<file path="config.mk">
export PLATFORM = sky130hd
export DESIGN_NAME = dram_arbiter
export DESIGN_NICKNAME = d
export VERILOG_FILES = /design/src/rtl/dram_arbiter_pkg.sv /design/src/rtl/dram_arbiter_phase_gen.sv /design/src/rtl/dram_arbiter.sv
export SDC_FILE = /design/constraint.sdc
export NUM_CORES = 1
export LEC_CHECK = 0
export BUFFER_PORTS_ARGS = -buffer_cell sky130_fd_sc_hd__buf_2
export CORE_AREA = 2 2 88 90
export CTS_BUF_LIST = sky130_fd_sc_hd__clkbuf_4
export CTS_CLUSTER_DIAMETER = 100
export DETAILED_ROUTE_END_ITERATION = 6
export DIE_AREA = 0 0 90 92
export GPL_TIMING_DRIVEN = 0
export PLACE_DENSITY = 0.81
export SYNTH_ARGS = -nofsm -noshare
export SYNTH_HDL_FRONTEND = slang
export SYNTH_SLANG_ARGS = --single-unit
</file>
<file path="constraint.sdc">
create_clock -name fclk -period 1.7 [get_ports fclk]
set_input_delay 0.34 -clock fclk [delete_from_list [all_inputs] [get_ports fclk]]
set_output_delay 0.34 -clock fclk [all_outputs]
set_load 0.02 [all_outputs]
</file>
<file path="src/rtl/dram_arbiter_pkg.sv">
// Shared types for the DRAM arbiter, the DRAM controller and their tests:
// cycle-owner encoding and the four-phase DRAM cycle grid.
package dram_arbiter_pkg;

  typedef enum logic [1:0] {
    OWN_IDLE = 2'd0,
    OWN_VID  = 2'd1,
    OWN_CPU  = 2'd2,
    OWN_DMA  = 2'd3
  } owner_e;

  localparam logic [1:0] PH_CBEG      = 2'd0;
  localparam logic [1:0] PH_POST_CBEG = 2'd1;
  localparam logic [1:0] PH_PRE_CEND  = 2'd2;
  localparam logic [1:0] PH_CEND      = 2'd3;

  localparam int ADDR_W = 21;
  localparam int DATA_W = 16;

  // Byte enables for a CPU access: reads take the whole word, writes one lane.
  function automatic logic [1:0] cpu_bsel(input logic rnw, input logic wrbsel);
    if (rnw) return 2'b11;
    return wrbsel ? 2'b01 : 2'b10;
  endfunction

endpackage

</file>
<file path="src/rtl/dram_arbiter_phase_gen.sv">
// DRAM cycle grid: free-running 2-bit phase counter decoded into four
// one-hot phase strobes. Reset parks on cend so the first edge is a decision.
module dram_phase_gen
  import dram_arbiter_pkg::*;
(
  input  logic fclk,
  input  logic rst_n,
  output logic o_cbeg,
  output logic o_post_cbeg,
  output logic o_pre_cend,
  output logic o_cend
);

  logic [1:0] r_phase;

  always_ff @(posedge fclk or negedge rst_n) begin
    if (!rst_n) r_phase <= PH_CEND;
    else        r_phase <= r_phase + 2'd1;
  end

  assign o_cbeg      = (r_phase == PH_CBEG);
  assign o_post_cbeg = (r_phase == PH_POST_CBEG);
  assign o_pre_cend  = (r_phase == PH_PRE_CEND);
  assign o_cend      = (r_phase == PH_CEND);

endmodule

</file>
<file path="src/rtl/dram_arbiter.sv">
// Shares each 4-fclk DRAM cycle between video (reserved slots), CPU and DMA,
// with a starvation guard that lets DMA beat a continuous CPU stream.
module dram_arbiter
  import dram_arbiter_pkg::*;
#(
  parameter int DMA_MAXWAIT = 8
) (
  input  logic              fclk,
  input  logic              rst_n,
  output logic              cbeg,
  output logic              post_cbeg,
  output logic              pre_cend,
  output logic              cend,
  input  logic              vid_slot,
  input  logic [ADDR_W-1:0] vid_addr,
  output logic              vid_strobe,
  input  logic              cpu_req,
  input  logic              cpu_rnw,
  input  logic [ADDR_W-1:0] cpu_addr,
  input  logic [7:0]        cpu_wrdata,
  input  logic              cpu_wrbsel,
  output logic              cpu_next,
  output logic              cpu_strobe,
  input  logic              dma_req,
  input  logic              dma_rnw,
  input  logic [ADDR_W-1:0] dma_addr,
  input  logic [DATA_W-1:0] dma_wrdata,
  output logic              dma_ack,
  output logic              dma_strobe,
  output logic              dram_req,
  output logic              dram_rnw,
  output logic [ADDR_W-1:0] dram_addr,
  output logic [DATA_W-1:0] dram_wrdata,
  output logic [1:0]        dram_bsel,
  input  logic [DATA_W-1:0] dram_rddata,
  output logic [DATA_W-1:0] rddata
);

  localparam logic [3:0] MAXWAIT = 4'(DMA_MAXWAIT);

  owner_e            r_owner;
  owner_e            w_owner_next;
  owner_e            w_winner;
  logic [3:0]        r_wait_cnt;
  logic              w_dma_force;
  logic [ADDR_W-1:0] r_addr, w_addr;
  logic              r_rnw, w_rnw;
  logic [DATA_W-1:0] r_wrdata, w_wrdata;
  logic [1:0]        r_bsel, w_bsel;
  logic [DATA_W-1:0] r_rddata;
  logic              w_read_end;

  dram_phase_gen u_phase_gen (
    .fclk        (fclk),
    .rst_n       (rst_n),
    .o_cbeg      (cbeg),
    .o_post_cbeg (post_cbeg),
    .o_pre_cend  (pre_cend),
    .o_cend      (cend)
  );

  assign w_dma_force = dma_req && (r_wait_cnt >= MAXWAIT);
  assign cpu_next    = !vid_slot && !w_dma_force;

  always_comb begin
    w_winner = OWN_IDLE;
    if (vid_slot)         w_winner = OWN_VID;
    else if (w_dma_force) w_winner = OWN_DMA;
    else if (cpu_req)     w_winner = OWN_CPU;
    else if (dma_req)     w_winner = OWN_DMA;
  end

  // Owner and the winner's request are latched together at cend so the
  // DRAM port stays stable for the whole owned cycle.
  always_comb begin
    w_owner_next = r_owner;
    w_addr       = r_addr;
    w_rnw        = r_rnw;
    w_wrdata     = r_wrdata;
    w_bsel       = r_bsel;
    if (cend) begin
      w_owner_next = w_winner;
      case (w_winner)
        OWN_VID: begin
          w_addr = vid_addr;
          w_rnw  = 1'b1;
          w_bsel = 2'b11;
        end
        OWN_CPU: begin
          w_addr   = cpu_addr;
          w_rnw    = cpu_rnw;
          w_wrdata = {cpu_wrdata, cpu_wrdata};
          w_bsel   = cpu_bsel(cpu_rnw, cpu_wrbsel);
        end
        OWN_DMA: begin
          w_addr   = dma_addr;
          w_rnw    = dma_rnw;
          w_wrdata = dma_wrdata;
          w_bsel   = 2'b11;
        end
        default: begin
          w_rnw  = 1'b1;
          w_bsel = 2'b11;
        end
      endcase
    end
  end

  always_ff @(posedge fclk or negedge rst_n) begin
    if (!rst_n) begin
      r_owner  <= OWN_IDLE;
      r_addr   <= '0;
      r_rnw    <= 1'b1;
      r_wrdata <= '0;
      r_bsel   <= 2'b11;
    end else begin
      r_owner  <= w_owner_next;
      r_addr   <= w_addr;
      r_rnw    <= w_rnw;
      r_wrdata <= w_wrdata;
      r_bsel   <= w_bsel;
    end
  end

  // Counts consecutive lost arbitrations; video wins also count so a forced
  // DMA grant survives a reserved slot.
  always_ff @(posedge fclk or negedge rst_n) begin
    if (!rst_n) begin
      r_wait_cnt <= 4'd0;
    end else if (cend) begin
      if (!dma_req || w_winner == OWN_DMA) r_wait_cnt <= 4'd0;
      else if (r_wait_cnt != 4'hF)         r_wait_cnt <= r_wait_cnt + 4'd1;
    end
  end

  assign w_read_end = cend && r_rnw;

  always_ff @(posedge fclk or negedge rst_n) begin
    if (!rst_n)                                r_rddata <= '0;
    else if (w_read_end && r_owner != OWN_IDLE) r_rddata <= dram_rddata;
  end

  assign dram_req    = (r_owner != OWN_IDLE);
  assign dram_rnw    = r_rnw;
  assign dram_addr   = r_addr;
  assign dram_wrdata = r_wrdata;
  assign dram_bsel   = r_bsel;
  assign rddata      = r_rddata;

  assign vid_strobe = w_read_end && (r_owner == OWN_VID);
  assign cpu_strobe = w_read_end && (r_owner == OWN_CPU);
  assign dma_strobe = w_read_end && (r_owner == OWN_DMA);
  assign dma_ack    = cend && (w_winner == OWN_DMA);

endmodule

</file>
# --- After elaboration in Yosys (flattened, before gate mapping) ---
# Index checks and enable logic that the tools add are counted.
# Widths: inputs -> output; s select.
word_totals:
  ff_bits: 64
  in_bits: 111
  out_inout_bits: 66
  elab_cells: 57
op_classes:
  n_addsub: 2
  n_lt_le_gt_ge: 1
  n_eq_ne: 10
  n_mux: 16
  n_reduce_logical: 20
ops:
  columns: ["cell", "count"]
  rows:
  - ["$pmux 21 s3", 1]
  - ["$pmux 16 s2", 1]
  - ["$mux 2", 8]
  - ["$eq 2x2->1 const B", 6]
  - ["$logic_and 1x1->1", 8]
  - ["$mux 4", 2]
  - ["$eq 2x1->1 const B", 3]
  - ["$reduce_and 2->1", 3]
  - ["$reduce_bool 2->1", 3]
  - ["$add 4x1->4 const B", 1]
  - ["$ge 4x4->1 const B", 1]
  - ["$ne 4x4->1 const B", 1]
  - ["$logic_not 1->1", 3]
  - ["$mux 1", 3]
  - ["$reduce_bool 3->1", 1]
  - ["$add 2x1->2 const B", 1]
  - ["$logic_not 2->1", 1]
  - ["$pmux 1 s2", 1]
  - ["$logic_or 1x1->1", 1]

# --- Longest topological paths before layout ---
# Gate-level depths: netlist (run 1).
depth:
  ltp_word: 9
  ltp_mapped: 6
  ltp_nobuf: 5

# --- Cells and area by module ---
# A second synthesis (run 1) with hierarchy kept.
unflattened:
  cells_unflattened: 319
  area_unflattened_um2: 3360.7
modules_own_cells:
  columns: ["mod", "instances", "cells_per_inst", "area_per_inst_um2", "seq_area_each_um2"]
  rows:
  - ["dram_arbiter", 1, 311, 3250.6, 1555.2]
  - ["dram_phase_gen", 1, 8, 110.1, 52.6]

# --- Worst setup path before layout (run 1) ---
# Ideal clock, no wire load.
synth_path:
  path_type: "reg-to-output"
  startpoint: "register u_phase_gen.r_phase[0]"
  endpoint: "output vid_strobe"
  arrival_time_ns: 1.738
  t_required_ns: 1.360
  path_slack_ns: -0.378
  path_stages_with_launch: 4
  n_path_buf: 0
  cell_sequence: "dfstp_2 > ha_1 > inv_2 > nor4_1"
synth_between:
  elab_chain_cells: 3
synth_lines:
  columns: ["item", "line", "rtl"]
  rows:
  - ["from (decl)", "dram_arbiter_phase_gen.sv:14", "logic [1:0] r_phase;"]
  - ["from (signal assigned)", "dram_arbiter_phase_gen.sv:18", "else r_phase <= r_phase + 2'd1;"]
  - ["$eq 2x2->1", "dram_arbiter_phase_gen.sv:24", "assign o_cend = (r_phase == PH_CEND);"]
  - ["via cend", "dram_arbiter.sv:13", "output logic cend,"]
  - ["$logic_and 1x1->1", "dram_arbiter.sv:136", "assign w_read_end = cend && r_rnw;"]
  - ["$logic_and 1x1->1", "dram_arbiter.sv:150", "assign vid_strobe = w_read_end && (r_owner == OWN_VID);"]
  - ["to (decl)", "dram_arbiter.sv:16", "output logic vid_strobe,"]
# The timed path passes the listed nets, and every way through them passes these cells.

# --- Worst setup path in the final report (run 1) ---
layout_path:
  startpoint: "register u_phase_gen.r_phase[1]"
  endpoint: "output dma_strobe"
layout_between:
  elab_chain_cells: 3
layout_lines:
  columns: ["item", "line", "rtl"]
  rows:
  - ["$eq 2x2->1", "dram_arbiter_phase_gen.sv:24", null]
  - ["$logic_and 1x1->1", "dram_arbiter.sv:136", null]
  - ["$logic_and 1x1->1", "dram_arbiter.sv:152", "assign dma_strobe = w_read_end && (r_owner == OWN_DMA);"]
  - ["to (decl)", "dram_arbiter.sv:29", "output logic dma_strobe,"]
# Every way passes these cells.

==> flow_metrics.tcl, run 1 <==
set metrics [dict create \
    max_slew_margin 0.564 \
    preCtsSetupSlack_ns -0.0771 \
    setup.worst_path.end_class "primary output" \
    drive_above_1_share 0.611 \
    pwr-share-comb 0.276 \
    power.density_nw_per_um2 742 \
    cp_slowest_cell "dfstp_2" \
    async_flop_share 1.00 \
    cts.sinks 64 \
    final_common_cell "buf_2" \
    grt_pass1_wl_um 17100 \
    hold_depth 2 \
    core_um2 7450 \
    ios 177 \
    cts_tree "yes" \
    cts_buffers 9 \
    max_freq_mhz 508 \
    first_iter_violations 293 \
    p_int_uw 2620 \
    synth_cell_type_count 41 \
    root_buffer "clkbuf_4" \
    met1_usage 0.311 \
    drt-total-wl_um 11600 \
    layout.nets 652 \
    grt_max_degree 40 \
    synth_top_area_cell "dfrtp_1" \
    rr_startpoint "u_phase_gen.r_phase[1]" \
    dr.pass1.iters 7 \
    synth.top_cell.area_share 0.439 \
    synth-seq-area-share 0.478 \
    gr-max-usage-layer "met2" \
    syn_area_per_cell_um2 10.5 \
    rr_endpoint "rddata[10]" \
    grt.total_usage 0.257 \
    die_y_um 92 \
    drc 4 \
    met3_usage 0.0370 \
    worstSkewPairLatency_ns 0.42 \
    globalplace.congestion 0.814 \
    numPortBuffers 175 \
    crit_family "flip-flops" \
    finalCritPeriodShare 1.16 \
    gr-usage-met2 0.462 \
    hold_end "rddata[9]" \
    crit_type "flop to primary output" \
    final-setup-viol-count 50 \
    grt_setup_unrepaired "true" \
    yosys_warnings 0 \
    status "finished, violations left" \
    drv_slew 0 \
    cts.clk_slew.worst_paths_ns 0.12 \
    ys.flop_type "dfrtp_1" \
    min_period_ns 1.97 \
    viasPerCell 5.63 \
    hp-start "dram_rddata[9]" \
    p_seq_frac 0.462 \
    p_sw_uw 1340 \
    cp_num_buf_inv 2 \
    ff2ff_path_depth 8 \
    final.setup.tns_ns -4.50 \
    synth-seq-cells 64 \
    yosys-top-cells-area "dfrtp_1, a222oi_1, mux2_2" \
    synth_cells 319 \
    skew_ns 0.0122 \
    maxCapViolCount 0 \
    crit_top_cell "buf_6" \
    overflow 0 \
    layout_common_cells "buf_2, dfrtp_1, buf_6" \
    placed_area_um2 4410 \
    place_hpwl_um 7460 \
    min_path_type "input port to flop" \
    antenna_found_initial 0 \
    floorplan.initialDensity 0.451 \
    antennaDiodeCount 0 \
    cp_cell_sequence "ha_4 -> buf_6 -> nand3_4 -> nor2_4 -> buf_6" \
    multi_input_area_um2 1900 \
    stdcell_area_um2 5340 \
    rows 32 \
    slowest_delay_ns 0.57 \
    clkPwrFrac 0.262 \
    num_vias 3612 \
    critPathLaunchType "flop" \
    switching_share 0.338 \
    die_area_um2 8280 \
    worst_pin_slew_ns 0.654 \
    hold_slack_ns 0.140 \
    ant_nets 0 \
    grt_pass1_vias 3529 \
    crit_fanout 3 \
    cp.required_ns 1.36 \
    ir_drop_mv 0.422 \
    regArea_um2 1610 \
    wl_per_cell_um 18.1 \
    violations "DRC, setup timing" \
    synth_fp_nets 436 \
    cts_max_level 3 \
    fillers 544 \
    rrSetupSlack_ns -0.13 \
    worst_ep_arrival_time_ns 1.63 \
    synth_edf_count 0 \
    p_leak_uw 0.00248 \
    clockBufferDepth 2 \
    area_delta_synth_final_pct 58.7 \
    fin_ws_ns -0.268 \
    finalHoldViolCount 0 \
    syn_area_um2 3360 \
    die_w_um 90 \
]
## worst max path at each step
stage / depth (start not counted) / slack [ns] / endpoint / startpoint
6_report: 5 / -0.27 / dma_strobe / u_phase_gen.r_phase[1]
5_1_grt: 5 / -0.33 / dma_strobe / u_phase_gen.r_phase[1]
3_3_place_gp: 5 / -0.05 / dma_ack / u_phase_gen.r_phase[0]
3_5_place_dp: 6 / -0.08 / dram_wrdata[10] / u_phase_gen.r_phase[0]
2_1_floorplan: 4 / 0.02 / cpu_strobe / u_phase_gen.r_phase[0]
4_1_cts: 5 / -0.27 / cpu_strobe / u_phase_gen.r_phase[1]
## final cells by class
cell class | instances | area share
Buffer | 25 | 0.0443
Clock buffer | 10 | 0.0141
Clock inverter | 6 | 0.0113
Inverter | 8 | 0.00703
Multi-Input combinational cell | 222 | 0.356
Sequential cell | 64 | 0.302
Tap cell | 102 | 0.0239
Timing Repair Buffer | 205 | 0.242
## cells in the mapped netlist, drive strengths merged (3+ instances only)
cell,n
mux2,16
nand3,5
a31oi,21
nor3,4
nor2,43
nand2,6
ha,6
buf,25
o21ai,5
a21oi,18
nor2b,23
a21o,3
a222oi,21
a22oi,21
inv,8
mux2i,16
dfrtp,59
dfstp,5
## flip-flops by register name, summed over array words and instances, names as in the netlist
register	count
dram_addr	21
dram_wrdata	16
rddata	16
r_wait_cnt	4
dram_bsel	2
r_owner	2
u_phase_gen.r_phase	2
dram_rnw	1
## layer usage
layer	wire, um	part of all wire
met1	4420	0.38
met2	6040	0.52
met3	884	0.076
met4	280	0.024
met5	0	0
## cells by family (layout without fill, tap and decap cells)
kind of cell | after synthesis | after routing | synth area share
compound gates | 94 | 94 | 0.203
fa+ha+maj | 6 | 6 | 0.0223
buf+inv | 33 | 254 | 0.0562
flops | 64 | 64 | 0.478
mux | 32 | 32 | 0.101
simple gates | 90 | 90 | 0.139
## worst reg2reg max path, cell delays in order (launching register included)
cell	delay, ns
dfstp_2	0.57
ha_4	0.17
buf_12	0.12
buf_6	0.09
buf_6	0.09
buf_6	0.10
nand3_4	0.11
buf_8	0.17
mux2_4	0.30
## per-stage QoR
stage	total power, uW	utilization	instances
detailed placement	2810	0.592	597
floorplan	2370	-	319
finish	3960	0.717	642
CTS	3860	0.650	628
global route	4130	0.717	642
global placement	2770	0.590	596
## power groups by stage
stage / sequential (uW) / clock [uW] / combinational (uW)
CTS: 1800 / 1060 / 1000
global route: 1850 / 1120 / 1170
global placement: 1810 / 0 / 956
detailed placement: 1820 / 0 / 988
floorplan: 2030 / 0 / 343
finish: 1830 / 1040 / 1090
## what timing repair did
item,in CTS,in global routing
resized for setup,50,82
gates cloned,1,6
pin swaps,5,6
hold endpoints to repair,24,0
hold buffers,1,0
setup endpoints to repair,23,55
setup buffers,13,10
Power figures use the tool's default switching activity.
==> run 2: changes to the inputs <==
SYNTH_HIERARCHICAL = 1   (was unset)
==> run 2 against run 1 <==
The run ends with setup timing left. Non-clock buffer count is 11 lower. Routed wire length is 9.8% lower. Global-route usage down 2.1 points. Clock power is essentially flat. Maximum frequency rose by 0.63%. Combinational power down 6%. Synthesized cell count unchanged. Clock skew rose by 0.011 ns. Sequential power about the same. Critical endpoint unchanged. Largest cell class unchanged.
==> flow_metrics.tcl, run 2 <==
set metrics [dict create \
    overflow 0 \
    yosys-top-cells-area "dfrtp_1, a222oi_1, mux2_2" \
    first_iter_violations 224 \
    die_area_um2 8280 \
    grt_pass1_vias 3385 \
    critPathLaunchType "flop" \
    met1_usage 0.271 \
    rrSetupSlack_ns 0.02 \
    setup.worst_path.end_class "primary output" \
    placed_area_um2 4390 \
    stdcell_area_um2 5050 \
    finalCritPeriodShare 1.15 \
    dr.pass1.iters 7 \
    layout_common_cells "buf_2, dfrtp_1, nor2b_1" \
    final-setup-viol-count 8 \
    synth_edf_count 0 \
    grt_max_degree 65 \
    ios 177 \
    numPortBuffers 174 \
    gr-max-usage-layer "met2" \
    viasPerCell 5.56 \
    synth_cell_type_count 41 \
    yosys_warnings 6 \
    max_slew_margin 0.465 \
    globalplace.congestion 0.841 \
    cts_max_level 3 \
    drc 0 \
    crit_type "flop to primary output" \
    ir_drop_mv 0.542 \
    final_common_cell "buf_2" \
    drive_above_1_share 0.575 \
    root_buffer "clkbuf_4" \
    antennaDiodeCount 0 \
    synth.most_common_cell "dfrtp_1" \
    cts_buffers 9 \
    worstSkewPairLatency_ns 0.42 \
    worst_pin_slew_ns 0.802 \
    final.setup.tns_ns -1.26 \
    ys.flop_type "dfrtp_1" \
    grt_pass1_wl_um 15800 \
    synth.top_cell.area_share 0.439 \
    synth_cells 319 \
    finalHoldViolCount 0 \
    grt_setup_unrepaired "true" \
    drv_slew 0 \
    cp.required_ns 1.36 \
    die_y_um 92 \
    num_vias 3511 \
    maxCapViolCount 0 \
    status "finished, violations left" \
    drt-total-wl_um 10500 \
    grt.total_usage 0.236 \
    antenna_found_initial 0 \
    p_leak_uw 0.00237 \
    min_period_ns 1.96 \
    synth-seq-area-share 0.478 \
    die_w_um 90 \
    crit_fanout 4 \
    violations "setup timing" \
    max_freq_mhz 511 \
    floorplan.initialDensity 0.451 \
    utilization 0.679 \
    area_delta_synth_final_pct 50.4 \
    syn_area_per_cell_um2 10.5 \
    syn_area_um2 3360 \
    async_flop_share 1.00 \
    fillers 617 \
    layout.nets 641 \
    skew_ns 0.0230 \
    power.density_nw_per_um2 766 \
    synth_common_cells "dfrtp_1, nor2_1, nor2b_1" \
    min_path_type "input port to asynchronous set/reset pin" \
    fin_ws_ns -0.256 \
    rows 32 \
    largest_reg_flops 21 \
    worst_ep_arrival_time_ns 1.62 \
    ant_nets 0 \
    cts.clk_slew.worst_paths_ns 0.13 \
    core_um2 7450 \
    place_hpwl_um 7180 \
    gr-usage-met2 0.427 \
    wl_per_cell_um 16.6 \
    synth_fp_nets 436 \
    synth_top_area_cell "dfrtp_1" \
    cts.sinks 64 \
    clockBufferDepth 2 \
    hold_slack_ns 0.00292 \
    synth-seq-cells 64 \
    cts_hold_buf 0 \
    met3_usage 0.0567 \
    cts_tree "yes" \
]
[run 2: final timing paths]
path / cells past startpoint / startpoint / end
worst max-delay path: 5 / u_phase_gen/r_phase[0] / dma_strobe
worst min-delay path: 1 / rst_n / dram_wrdata[4]
worst max register to register: 8 / u_phase_gen/r_phase[0] / dram_addr[18]
worst min register to register: 2 / dram_bsel[0] / dram_bsel[0]
max in group asynchronous: 1 / rst_n / r_owner[0]
min in group fclk: 2 / dram_rddata[1] / rddata[1]
[run 2: repair_timing]
action	in CTS	in global routing
gates resized for setup	35	63
endpoints found under the setup margin	25	49
buffers inserted	7	9
cloned	1	4
pin swaps	2	5
[run 2: per-layer routing]
metal	wire length [um]	part of all wire
met5	0	0
met4	204	0.019
met3	798	0.076
met1	3990	0.38
met2	5490	0.52
[run 2: final cells by class]
class	instances	area (um2)	area share
Multi-Input combinational cell	222	1780	0.353
Sequential cell	64	1610	0.319
Timing Repair Buffer	194	1150	0.227
Buffer	25	213	0.0421
Tap cell	102	128	0.0253
Clock inverter	7	71.3	0.0141
Clock buffer	9	67.6	0.0134
Inverter	8	33.8	0.00668
[run 2: cell families (layout without fill, tap and decap cells)]
kind of cell / after synthesis / in the layout / share of synthesized area
buffers and inverters: 33 / 243 / 0.0529
AOI/OAI and AO/OA: 95 / 95 / 0.207
muxes: 32 / 32 / 0.101
and+or+nand+nor: 89 / 89 / 0.138
adders and majority gates: 6 / 6 / 0.0223
DFF: 64 / 64 / 0.478
[run 2: metrics by stage]
step                total power (uW)  setup slack [ns]  std cells
global route                    4070            -0.347        631
finish                          3870            -0.256        631
floorplan                       2370            0.0131        319
detailed placement              2790            -0.109        595
CTS                             3830            -0.276        619
global placement                2760           -0.0677        595
[run 2: power by group]
group / leakage, uW / internal (uW) / total (uW) / switching, uW
Combinational: 0.00157 / 436 / 1030 / 590
Clock: 0.0000700 / 448 / 1030 / 585
Sequential: 0.000733 / 1700 / 1810 / 114
[run 2: worst max-delay path: stages, from the launching register on]
cell	delay, ns
dfstp_2	0.57
ha_4	0.18
buf_8	0.12
nand3_4	0.11
nor2_4	0.12
buf_6	0.12
